`src/rtl/sysid_timer_regs.sv`:
```
// System identification slave: ID/timestamp/version words, scratch register,
// 64-bit uptime counter with atomic high-word capture, seconds counter and control.
module sysid_timer_regs #(
    parameter logic [31:0] SYSTEM_ID     = 32'h0400_0000,
    parameter logic [31:0] TIMESTAMP     = 32'd0,
    parameter logic [31:0] VERSION       = 32'h0001_0000,
    parameter int unsigned CLOCK_FREQ    = 50_000_000,
    parameter logic [31:0] SCRATCH_RESET = 32'h0000_0000
) (
    input  logic        clock,
    input  logic        reset_n,
    input  logic [2:0]  address,
    input  logic        read,
    input  logic        write,
    input  logic [31:0] writedata,
    output logic [31:0] readdata,
    output logic        readdatavalid
);

    localparam logic [31:0] PRESC_LAST = 32'(CLOCK_FREQ - 1);

    logic [31:0] scratch_q, scratch_d;
    logic [63:0] uptime_q, uptime_d;
    logic [31:0] hi_shadow_q, hi_shadow_d;
    logic [31:0] presc_q, presc_d;
    logic [31:0] seconds_q, seconds_d;
    logic        freeze_q, freeze_d;
    logic [31:0] readdata_q, readdata_d;
    logic        readdatavalid_q;

    logic wr_en;
    logic clear;
    logic rd_lo;

    // A simultaneous read wins; the write is dropped entirely.
    assign wr_en = write & ~read;
    assign clear = wr_en && (address == 3'd7) && writedata[0];
    assign rd_lo = read && (address == 3'd4);

    always_comb begin
        readdata_d = readdata_q;
        if (read) begin
            case (address)
                3'd0:    readdata_d = SYSTEM_ID;
                3'd1:    readdata_d = TIMESTAMP;
                3'd2:    readdata_d = VERSION;
                3'd3:    readdata_d = scratch_q;
                3'd4:    readdata_d = uptime_q[31:0];
                3'd5:    readdata_d = hi_shadow_q;
                3'd6:    readdata_d = seconds_q;
                default: readdata_d = {30'd0, freeze_q, 1'b0};
            endcase
        end
    end

    always_comb begin
        scratch_d   = scratch_q;
        freeze_d    = freeze_q;
        uptime_d    = uptime_q;
        hi_shadow_d = hi_shadow_q;
        presc_d     = presc_q;
        seconds_d   = seconds_q;

        if (wr_en && (address == 3'd3)) begin
            scratch_d = writedata;
        end
        if (wr_en && (address == 3'd7)) begin
            freeze_d = writedata[1];
        end

        if (!freeze_q) begin
            uptime_d = uptime_q + 64'd1;
            if (presc_q == PRESC_LAST) begin
                presc_d   = 32'd0;
                seconds_d = seconds_q + 32'd1;
            end else begin
                presc_d = presc_q + 32'd1;
            end
        end

        // Capture the high word in the same edge as the low-word read.
        if (rd_lo) begin
            hi_shadow_d = uptime_q[63:32];
        end

        if (clear) begin
            uptime_d    = 64'd0;
            hi_shadow_d = 32'd0;
            presc_d     = 32'd0;
            seconds_d   = 32'd0;
        end
    end

    always_ff @(posedge clock or negedge reset_n) begin
        if (!reset_n) begin
            scratch_q       <= SCRATCH_RESET;
            uptime_q        <= 64'd0;
            hi_shadow_q     <= 32'd0;
            presc_q         <= 32'd0;
            seconds_q       <= 32'd0;
            freeze_q        <= 1'b0;
            readdata_q      <= 32'd0;
            readdatavalid_q <= 1'b0;
        end else begin
            scratch_q       <= scratch_d;
            uptime_q        <= uptime_d;
            hi_shadow_q     <= hi_shadow_d;
            presc_q         <= presc_d;
            seconds_q       <= seconds_d;
            freeze_q        <= freeze_d;
            readdata_q      <= readdata_d;
            readdatavalid_q <= read;
        end
    end

    assign readdata      = readdata_q;
    assign readdatavalid = readdatavalid_q;

endmodule

```
`config.mk`:
```
export PLATFORM = sky130hd
export DESIGN_NAME = sysid_timer_regs
export DESIGN_NICKNAME = d
export VERILOG_FILES = /design/src/rtl/sysid_timer_regs.sv
export SDC_FILE = /design/constraint.sdc
export NUM_CORES = 1
export LEC_CHECK = 0
export BUFFER_PORTS_ARGS = -buffer_cell sky130_fd_sc_hd__buf_2
export CAP_MARGIN = 20
export CELL_PAD_IN_SITES_DETAIL_PLACEMENT = 0
export CELL_PAD_IN_SITES_GLOBAL_PLACEMENT = 1
export CORE_MARGIN = 10
export CORE_UTILIZATION = 40
export DETAILED_ROUTE_END_ITERATION = 8
export PLACE_DENSITY_LB_ADDON = 0.1
export SETUP_SLACK_MARGIN = 0.5
export SLEW_MARGIN = 15
export SYNTH_ARGS = -nofsm -noshare
export SYNTH_HDL_FRONTEND = slang
export SYNTH_SLANG_ARGS = --single-unit
```
`constraint.sdc`:
```
create_clock -name clock -period 1.9 [get_ports clock]
set_input_delay 0.095 -clock clock [delete_from_list [all_inputs] [get_ports clock]]
set_output_delay 0.095 -clock clock [all_outputs]
set_load 0.01 [all_outputs]
```
==> results.ini, run 1 <==
[timing]
setup_ws_ns=-0.161
relSlewSlack_pct=52.4
whs_ns=0.0849
hold_viol=0
rsz0062_at_grt=yes
fin_crit_sh_pct=108
min_period_ns=2.06
finClkSkew_ns=0.0210
setup_viol=62
max_freq_mhz=485
final.setup.tns_ns=-2.43
slew_viol_final=0
tightest_slew_ns=0.714

[flow_run]
max-cap-violations=0

[synthesis]
yosysWarnings=0
ys_seq_area_share_pct=49.9
syn-instance-count=1182
synthArstFlopShare_pct=100
synth.ff_latch_count=226
ys.flop_type=dfrtp_1
yosys.area_share.simple_pct=24.7
synth_top_family_by_area=simple AND/OR/NAND/NOR gates
netlist_area_um2=11300
postSynthNetCount=1224
synth.mux.area_fraction_pct=3.72
synth_fa_ha_area_share_pct=0.331
synth_xor_xnor_area_share_pct=4.48
synth_compound_area_share_pct=13.8
syn_avg_cell_area_um2=9.59
synth.distinct_cells=55
synth_edf_count=0

[power_and_ir_drop]
p_sw_share_pct=31.5
p_per_area_nw_per_um2=946
seq_power_share_pct=41.6
power.internal_uw=11000
p_sw_uw=5030
p_leak_uw=0.00735
vdd_drop_max_v=0.000786
pwr-share-comb_pct=25.2
p_clk_share_pct=33.2

[layout]
diodes=0
layout-drive-gt1-share_pct=39.3
area_growth_pct=49.2
fin_nets=1598
post-route-cell-area_um2=16900
n_fill_cell=2340
final_cells=1953

[global_routing]
grt_start_max_net_pins=68
overflow=0
grt_antenna_before_repair=0
track_usage_pct=21.1
grt_pass1_vias=10900
grt_pass1_wl_mm=61.2

[worst_setup_path]
end_kind=register
worst-path-max-fanout=6
critPathLaunchType=register
worstPathArrival_ns=2.52
crit_required_ns=2.36
crit_type=register to register

[route]
drc=0
via_count=10800
via_per_inst=5.51
drt_iter0_drc=722
wl_per_cell_um=19.7
ant_nets=0
drt-total-wl_mm=38.4
drt-pass1-iter-count=5

[clock_tree]
htreeDepth=1
clock-sinks=226
cts_tree=built
numCtsBuffers=28
clock_latency_ns=0.55
clk_pin_slew_ns=0.06
clock-root-buffer=clkbuf_16
cts_buffer_depth=3

[floorplan]
die_y_um=188
core_um2=27900
num_rows=61
die_w_um=188
design.portCount=72
dieArea_um2=35500
start_util_pct=40.7

[place]
gp_congestion=0.837
dp.cells=1793
hpwl_mm=26.3
place_area_um2=14100
pre_cts_ws_ns=-0.195
io_buffers=71

[hold_path]
hp-class=primary input to asynchronous set/reset pin

[run_status]
violations=setup timing
status=finished, violations left

[synthesized netlist by cell type, types with 4 or more instances]
master    instances  area (µm²)
dfrtp_1         226        5660
nand2_1         122         458
nor2_1          115         432
a21oi_1          99         495
a22oi_1          60         450
nand4_1          51         319
or3_1            49         307
o21ai_0          48         240
nand3_1          45         225
clkbuf_1         41         154
mux2_2           33         372
xor2_1           33         289
a31oi_1          29         181
xnor2_1          25         219
o31ai_1          19         143
or4_1            19         143
nor3_1           17        85.1
buf_2            15        75.1
inv_1            15        56.3
nor4_1           15        93.8
and4_1           14         123
and3_1           13        81.3
and2_1            7        43.8
buf_1             7        26.3
nand4_2           6        75.1
nor2b_1           6        37.5
mux2i_1           5        50.1
nor4_4            5         106
nand2b_1          4        25.0
[metrics by stage]
stage                     power (µW)  utilization (%)
after CTS                      15800             58.7
after floorplan                 8230                -
after global routing           16800             60.7
after detailed placement       10100             50.5
final                          16000             60.7
after global placement         10100             50.5
[layer usage]
metal	global-route usage [%]	wire (µm)
met1	28.8	17600
met2	34.2	18000
met3	2.58	1540
met4	6.81	1240
met5	0	0
[area by class of cell]
cell class	count	area [µm²]	share of cell area [%]
tap	378	473	2.80
timing repair buffer	409	3500	20.7
clock buffer	36	782	4.62
multi-input combinational	876	6310	37.3
clock inverter	13	126	0.747
inverter	15	56.3	0.333
sequential	226	5670	33.5
[power by group through the flow]
stage,combinational [µW],sequential [µW],clock (µW)
after floorplan,1600,6630,0
after global placement,3420,6650,0
after detailed placement,3480,6670,0
after CTS,3800,6620,5390
after global routing,4410,6760,5620
final,4040,6650,5310
[critical path, stage by stage, from the launching register on]
cell      delay [ns]
dfrtp_2         0.50
buf_6           0.17
nand3b_1        0.24
nor4_2          0.21
nand4_1         0.18
buf_4           0.20
or3_1           0.34
a21oi_1         0.12
[logic make-up (layout without fill, tap and decap cells)]
| logic type | after synthesis | in the layout |
|---|---|---|
| multiplexers | 38 | 38 |
| flip-flops | 226 | 226 |
| XOR/XNOR | 58 | 58 |
| AO/OA/AOI/OAI | 262 | 262 |
| adder cells (fa/ha/maj) | 3 | 3 |
| buffers and inverters | 82 | 473 |
| AND/OR/NAND/NOR | 513 | 515 |
[registers in the layout (all words and copies together) (netlist names)]
name,count
uptime_q,64
hi_shadow_q,32
readdatavalid,1
scratch_q,32
readdata,32
freeze_q,1
presc_q,32
seconds_q,32
[layout by cell type (no fill, tap or decap), types with 18 or more instances in the layout]
cell type / n
a21oi_1: 78
or3_1: 39
a22oi_1: 60
xnor2_1: 18
buf_2: 71
clkbuf_16: 29
dlygate4sd3_1: 33
xor2_1: 32
buf_12: 19
nand2_1: 112
nand3_1: 29
buf_6: 48
o21ai_0: 36
buf_4: 230
nor4_4: 18
nor2_1: 106
a31oi_1: 29
dfrtp_1: 218
a21oi_2: 21
nand4_1: 51
mux2_2: 33
[worst paths after layout]
kind / from / slack [ns] / end / cells past startpoint
max: freeze_q / -0.16 / uptime_q[55] / 7
max reg2reg: freeze_q / -0.16 / uptime_q[55] / 7
max in group asynchronous: reset_n / 1.12 / presc_q[2] / 3
min: reset_n / 0.08 / scratch_q[15] / 2
min reg2reg: readdata[26] / 0.51 / readdata[26] / 2
min in group clock: address[0] / 0.09 / readdata[1] / 4
[timing repair]
action,CTS,global route
endpoints found under the hold margin,259,0
setup buffers,47,23
hold buffers,33,0
cloned,8,0
setup endpoints to repair,124,126
resized for setup,126,78
pin swaps,91,54
(Power assumes the default switching activity.)
==> inputs of run 2 (changes only) <==
Settings changed: ABC_AREA from default to 1, CELL_PAD_IN_SITES_GLOBAL_PLACEMENT 1 to 2, CORE_UTILIZATION 40 to 32.
==> run 2 against run 1 <==
  * The run now ends clean
  * Sequential share of layout area is 1.3 points lower
  * Flip-flop and latch count stayed put
  * Die area is 35% higher
==> results.ini, run 2 <==
[run_status]
status=finished clean

[global_routing]
overflow=0  ; unchanged
grt_pass1_vias=12600  ; +15%
grt_pass1_wl_mm=77.2  ; +26%
grt_busiest_layer=met2
use_met1_pct=29.9  ; +1.0 points
gr-usage-met3_pct=2.50  ; -0.081 points
grt_start_max_net_pins=79  ; +16%
track_usage_pct=20.7  ; -0.48 points
use_met2_pct=32.5  ; -1.7 points
grt_antenna_before_repair=1  ; +1

[clock_tree]
clk_pin_slew_ns=0.06  ; about the same
cts_tree=built
clock-root-buffer=clkbuf_16
numCtsBuffers=29  ; +3.6%
clock_latency_ns=0.59  ; +0.04 ns
htreeDepth=1  ; unchanged
cts_buffer_depth=3  ; unchanged
clock-sinks=226  ; unchanged

[floorplan]
die_w_um=219  ; +16%
start_util_pct=32.6  ; -8.1 points
dieArea_um2=48100  ; +35%
core_um2=38900  ; +40%
num_rows=72  ; +18%
die_y_um=219  ; +16%
design.portCount=72  ; unchanged

[worst_setup_path]
end_kind=register
crit_required_ns=2.37  ; about the same
worst-path-max-fanout=11  ; +5
crit_type=register to register
critPathLaunchType=register
worstPathArrival_ns=2.16  ; -0.36 ns

[timing]
relSlewSlack_pct=62.9  ; +11 points
tightest_slew_ns=0.556  ; -0.158 ns
final.setup.tns_ns=0  ; +2.43 ns
rsz0062_at_grt=yes
max_freq_mhz=591  ; +22%
fin_crit_sh_pct=89.1  ; -19 points
setup_viol=0  ; -100%
min_period_ns=1.69  ; -0.368 ns
finClkSkew_ns=0.0270  ; +0.00607 ns
hold_viol=0  ; unchanged
slew_viol_final=0  ; unchanged

[route]
via_count=12800  ; +19%
drc=0  ; unchanged
drt-total-wl_mm=49.8  ; +30%
drt-pass1-iter-count=5  ; unchanged
via_per_inst=4.93  ; -10%
ant_nets=0  ; unchanged
drt_iter0_drc=918  ; +27%
wl_per_cell_um=19.2  ; -2.2%

[synthesis]
netlist_area_um2=12700  ; +12%
yosysMostFrequentCell=nand2_1
ys_top_cells_by_count=634 x nand2_1, 287 x nor2_1, 226 x dfrtp_1, 151 x inv_1, 142 x nand3_1
ys_seq_area_share_pct=44.5  ; -5.4 points
syn-instance-count=1799  ; +52%
synth_edf_count=0  ; unchanged
synthArstFlopShare_pct=100  ; unchanged
syn_avg_cell_area_um2=7.06  ; -26%
synth.ff_latch_count=226  ; unchanged
synth.distinct_cells=42  ; -24%
postSynthNetCount=1841  ; +50%
ys.flop_type=dfrtp_1
synth_top_area_cell=dfrtp_1
synth_top_area_share_pct=44.5  ; -5.4 points
yosysWarnings=0  ; unchanged
synthTopCellsByArea=dfrtp_1 45%, nand2_1 19%, nor2_1 8.5%

[hold_path]
hp-class=primary input to register

[layout]
fin_nets=2094  ; +31%
largest_register=uptime_q
layout-drive-gt1-share_pct=28.9  ; -10 points
largest_register_ffs=64  ; unchanged
final_common_cell=nand2_1
area_growth_pct=39.1
final_core_util_pct=45.4  ; -15 points
layout_common_cells=579 x nand2_1, 207 x dfrtp_1, 192 x nor2_1

[flow_run]
max-cap-violations=0  ; unchanged

[power_and_ir_drop]
power_uw=14100  ; -12%
p_per_area_nw_per_um2=800  ; -15%
vdd_drop_max_v=0.000696  ; -11%
p_leak_uw=0.00810  ; +10%

[place]
io_buffers=71  ; unchanged
hpwl_mm=35.7  ; +36%
gp_congestion=0.877  ; +4.9%

[run 2: logic make-up (layout without fill, tap and decap cells)]
kind of cell	Yosys count	count (layout)	share of synthesized area (%)
xor gates and xnor gates	30	30	2.07
DFF	226	226	44.5
muxes	31	31	2.75
adders and majority gates	3	3	0.296
AOI/OAI and AO/OA	136	136	6.04
other	0	1	0
and+or+nand+nor	1162	1162	37.7
buffers and inverters	211	486	6.59
[run 2: metrics by stage]
step	cells	setup slack [ns]	cell area (µm²)	hold slack (ns)
floorplan	1799	0.446	12800	-0.201
global placement	2418	-0.0632	14300	-0.0496
detailed placement	2418	-0.0618	14300	-0.0483
CTS	2570	0.240	17000	0.0148
global route	2593	0.126	17700	0.0243
finish	2593	0.207	17700	0.0177
[run 2: routing by layer]
| layer | up-vias | share of wire, % |
|---|---|---|
| li1 | 6266 | - |
| met1 | 6201 | 49 |
| met2 | 270 | 45 |
| met3 | 53 | 4.3 |
| met4 | 0 | 1.9 |
| met5 | - | 0 |
[run 2: worst max-delay path, stage by stage, from the launching register on]
cell,delay (ns)
dfrtp_1,0.39
nand2_1,0.08
nor3_2,0.22
nand2_1,0.09
nor2_2,0.14
nand2_2,0.11
nand2_4,0.09
nand2_8,0.13
clkbuf_16,0.22
nand2_1,0.06
nor2_1,0.04
[run 2: path summary, 6_finish.rpt]
kind	start	end	slack, ns	cells past startpoint
setup / recovery	presc_q[17]	presc_q[16]	0.21	10
hold / removal	read	readdatavalid	0.02	2
setup reg to reg	presc_q[17]	presc_q[16]	0.21	10
hold reg to reg	readdata[21]	readdata[21]	0.47	2
max in group asynchronous	reset_n	uptime_q[54]	0.68	4
min in group asynchronous	reset_n	seconds_q[16]	0.48	3
[run 2: power breakdown]
part | switching (µW) | leakage, µW | internal [µW]
clock network | 2390 | 0.000501 | 3580
logic | 1370 | 0.00462 | 1040
registers | 449 | 0.00298 | 5300
[run 2: layout make-up]
cell class	count	area (µm²)
Antenna cell	1	2.50
Clock buffer	37	816
Clock inverter	16	210
Fill cell	4095	21300
Inverter	157	628
Multi-Input combinational cell	1362	7320
Sequential cell	226	5680
Tap cell	518	648
Timing Repair Buffer	273	2310
Timing Repair inverter	3	43.8
[run 2: repair_timing]
action,CTS,global route
hold buffers,37,1
hold endpoints to repair,260,19
gates cloned,6,2
gates resized for setup,234,131
buffers inserted,56,20
pin swaps,53,46
endpoints found under the setup margin,120,143
==> inputs of run 3 (changes only) <==
Settings changed: RECOVER_POWER from default to 100.
==> run 3 against run 2 <==
  * Hold slack gained 0.037 ns
  * Register-to-register slack got worse by 0.05 ns
  * Via count decreased by 0.35%
  * Sequential power barely moved
  * Final cell count is the same
  * Critical path depth did not move
  * Maximum frequency shrank 2.9%
  * Combinational power shrank 2%
  * Sequential share of layout area up 0.55 points
  * Largest cell class unchanged
  * Highest routed layer unchanged
==> results.ini, run 3 (synthesis gave the netlist of run 2 again) <==
[clock_tree]
cts_tree=built
clock_latency_ns=0.59  ; about the same
numCtsBuffers=29  ; unchanged
clk_pin_slew_ns=0.06  ; about the same
cts_buffer_depth=3  ; unchanged
htreeDepth=1  ; unchanged
clock-sinks=226  ; unchanged
clock-root-buffer=clkbuf_16

[timing]
finClkSkew_ns=0.0271  ; +0.0000843 ns
setup_ws_ns=0.156  ; -0.0507 ns
rsz0062_at_grt=yes
slew_viol_final=0  ; unchanged
fin_crit_sh_pct=91.8  ; +2.7 points
relSlewSlack_pct=33.0  ; -30 points
tightest_slew_ns=1.00  ; +0.448 ns
max_freq_mhz=573  ; -2.9%
hold_viol=0  ; unchanged
min_period_ns=1.74  ; +0.0507 ns
setup_viol=0  ; unchanged

[power_and_ir_drop]
p_sw_uw=4190  ; -0.46%
p_per_area_nw_per_um2=809  ; +1.2%
p_clk_share_pct=42.5  ; +0.2 points
vdd_drop_max_v=0.000695  ; -0.14%
p_sw_share_pct=29.8  ; about the same
power_uw=14100  ; -0.48%
pwr-share-comb_pct=16.7  ; -0.4 points
power.internal_uw=9870  ; -0.48%
seq_power_share_pct=40.8  ; about the same
p_leak_uw=0.00786  ; -3.0%

[worst_setup_path]
crit_type=register to register
max_stage_delay_ns=0.35  ; -0.04 ns
critical-path-slowest-cell=dfrtp_1
worst-path-max-fanout=9  ; -2
end_kind=register
reg2reg_depth=10  ; unchanged
critPathLaunchType=register
r2r-start=presc_q[1]
ff2ff_setup_slack_ns=0.16  ; -0.05 ns
crit_chain=ha_1 -> nand3_4 -> inv_4 -> nand2_1 -> nor2_1 -> nand2_2 -> nand2_4 -> nand2_8 -> clkbuf_2 -> o21ai_0
worstPathArrival_ns=2.23  ; +0.07 ns
crit_required_ns=2.39  ; +0.02 ns
rr_endpoint=seconds_q[4]

[layout]
final_cells=2593  ; unchanged
layout_common_cells=585 x nand2_1, 207 x dfrtp_1, 202 x nor2_1
fin_nets=2094  ; unchanged
largest_register_ffs=64  ; unchanged
multi_input_area_um2=7190  ; -1.9%
final_common_cell=nand2_1
n_fill_cell=4156  ; +1.5%
largest_register=uptime_q
seqCellArea_um2=5680  ; unchanged
area_growth_pct=36.7
layout-drive-gt1-share_pct=25.8  ; -3.1 points

[hold_path]
holdPathStages=6  ; +4
min_to=readdata[26]
hp-class=primary input to register
hp-start=address[0]

[route]
ant_nets=0  ; unchanged
drt-pass1-iter-count=5  ; unchanged
via_per_inst=4.92  ; -0.35%
wl_per_cell_um=19.3  ; +0.17%
drc=0  ; unchanged
via_count=12700  ; -0.35%
drt-total-wl_mm=49.9  ; +0.17%
drt_iter0_drc=906  ; -1.3%

[floorplan]
core_um2=38900  ; unchanged
die_w_um=219  ; unchanged
dieArea_um2=48100  ; unchanged
die_y_um=219  ; unchanged
design.portCount=72  ; unchanged
start_util_pct=32.6  ; unchanged
num_rows=72  ; unchanged

[run_status]
status=finished clean

[global_routing]
overflow=0  ; unchanged
grt_pass1_vias=12600  ; unchanged
track_usage_pct=20.7  ; unchanged
grt_pass1_wl_mm=77.2  ; unchanged
grt_antenna_before_repair=1  ; unchanged
grt_start_max_net_pins=79  ; unchanged

[place]
dp.cells=2418  ; unchanged
hpwl_mm=35.7  ; unchanged
io_buffers=71  ; unchanged
gp_congestion=0.877  ; unchanged
pre_cts_ws_ns=-0.0618  ; unchanged

[flow_run]
max-cap-violations=0  ; unchanged

run 3: cell types whose count changed in the layout (fill, tap and decap cells not counted), moves of 4 or more:
cell | previous run | this run
buf_4 | 122 | 112
o21ai_0 | 43 | 48
nand2_1 | 579 | 585
clkbuf_2 | 0 | 7
buf_2 | 70 | 37
clkbuf_4 | 0 | 4
nand2_2 | 44 | 40
nor2_4 | 52 | 48
clkbuf_1 | 2 | 40
nor2_1 | 192 | 202
nor2_2 | 54 | 48
run 3: critical path: cells and delay by family (launching register included):
kind                       cells  cell delay [ns]
and+or+nand+nor                6             0.60
AOI/OAI and AO/OA              1             0.17
buffers and inverters          2             0.29
DFF                            1             0.35
adders and majority gates      1             0.23
run 3: per-layer routing:
metal | share of wire (%) | wire length (µm) | global-route usage [%] | vias up
li1 | - | - | - | 6269
met1 | 50 | 24800 | 29.9 | 6210
met2 | 45 | 22300 | 32.5 | 216
met3 | 3.6 | 1820 | 2.50 | 50
met4 | 1.9 | 964 | 3.95 | 0
met5 | 0 | 0 | 0 | -
run 3: power groups by stage:
stage               Combinational, µW  Sequential, µW  Clock [µW]
floorplan                        1050            5680           0
global placement                 1690            5810           0
detailed placement               1700            5820           0
CTS                              2280            5730        6110
global route                     2600            5790        6300
finish                           2350            5740        5970
run 3: layout make-up:
cell class | count | area share [%]
antenna | 1 | 0.0144
clock buffer | 37 | 4.70
timing repair buffer | 273 | 12.4
clock inverter | 16 | 1.21
inverter | 157 | 3.62
sequential | 226 | 32.7
tap | 518 | 3.73
multi-input combinational | 1362 | 41.4
timing repair inverter | 3 | 0.252
run 3: metrics by stage:
stage	TNS, ns	utilization [%]	instance area (µm²)	hold WS (ns)
4_1_cts	0	43.8	17000	0.0148
3_3_place_gp	-0.202	36.8	14300	-0.0496
5_1_grt	0	44.6	17400	0.134
6_report	0	44.6	17400	0.0543
3_5_place_dp	-0.348	36.8	14300	-0.0483
2_1_floorplan	0	-	12800	-0.201
run 3: worst max-delay path by stage:
stage | startpoint | end | slack (ns) | cells after the start
after detailed placement | uptime_q[2] | uptime_q[41] | -0.06 | 10
after CTS | seconds_q[5] | seconds_q[13] | 0.24 | 8
after global placement | uptime_q[19] | uptime_q[41] | -0.06 | 10
final | presc_q[1] | seconds_q[4] | 0.16 | 10
after floorplan | presc_q[0] | seconds_q[2] | 0.45 | 11
after global routing | uptime_q[0] | uptime_q[15] | 0.07 | 8
run 3: timing repair:
item | in CTS | in global routing
gates resized for setup | 234 | 131
hold endpoints to repair | 260 | 19
pin swaps | 53 | 46
buffers inserted | 56 | 20
gates cloned | 6 | 2
hold buffers | 37 | 1
endpoints found under the setup margin | 120 | 143
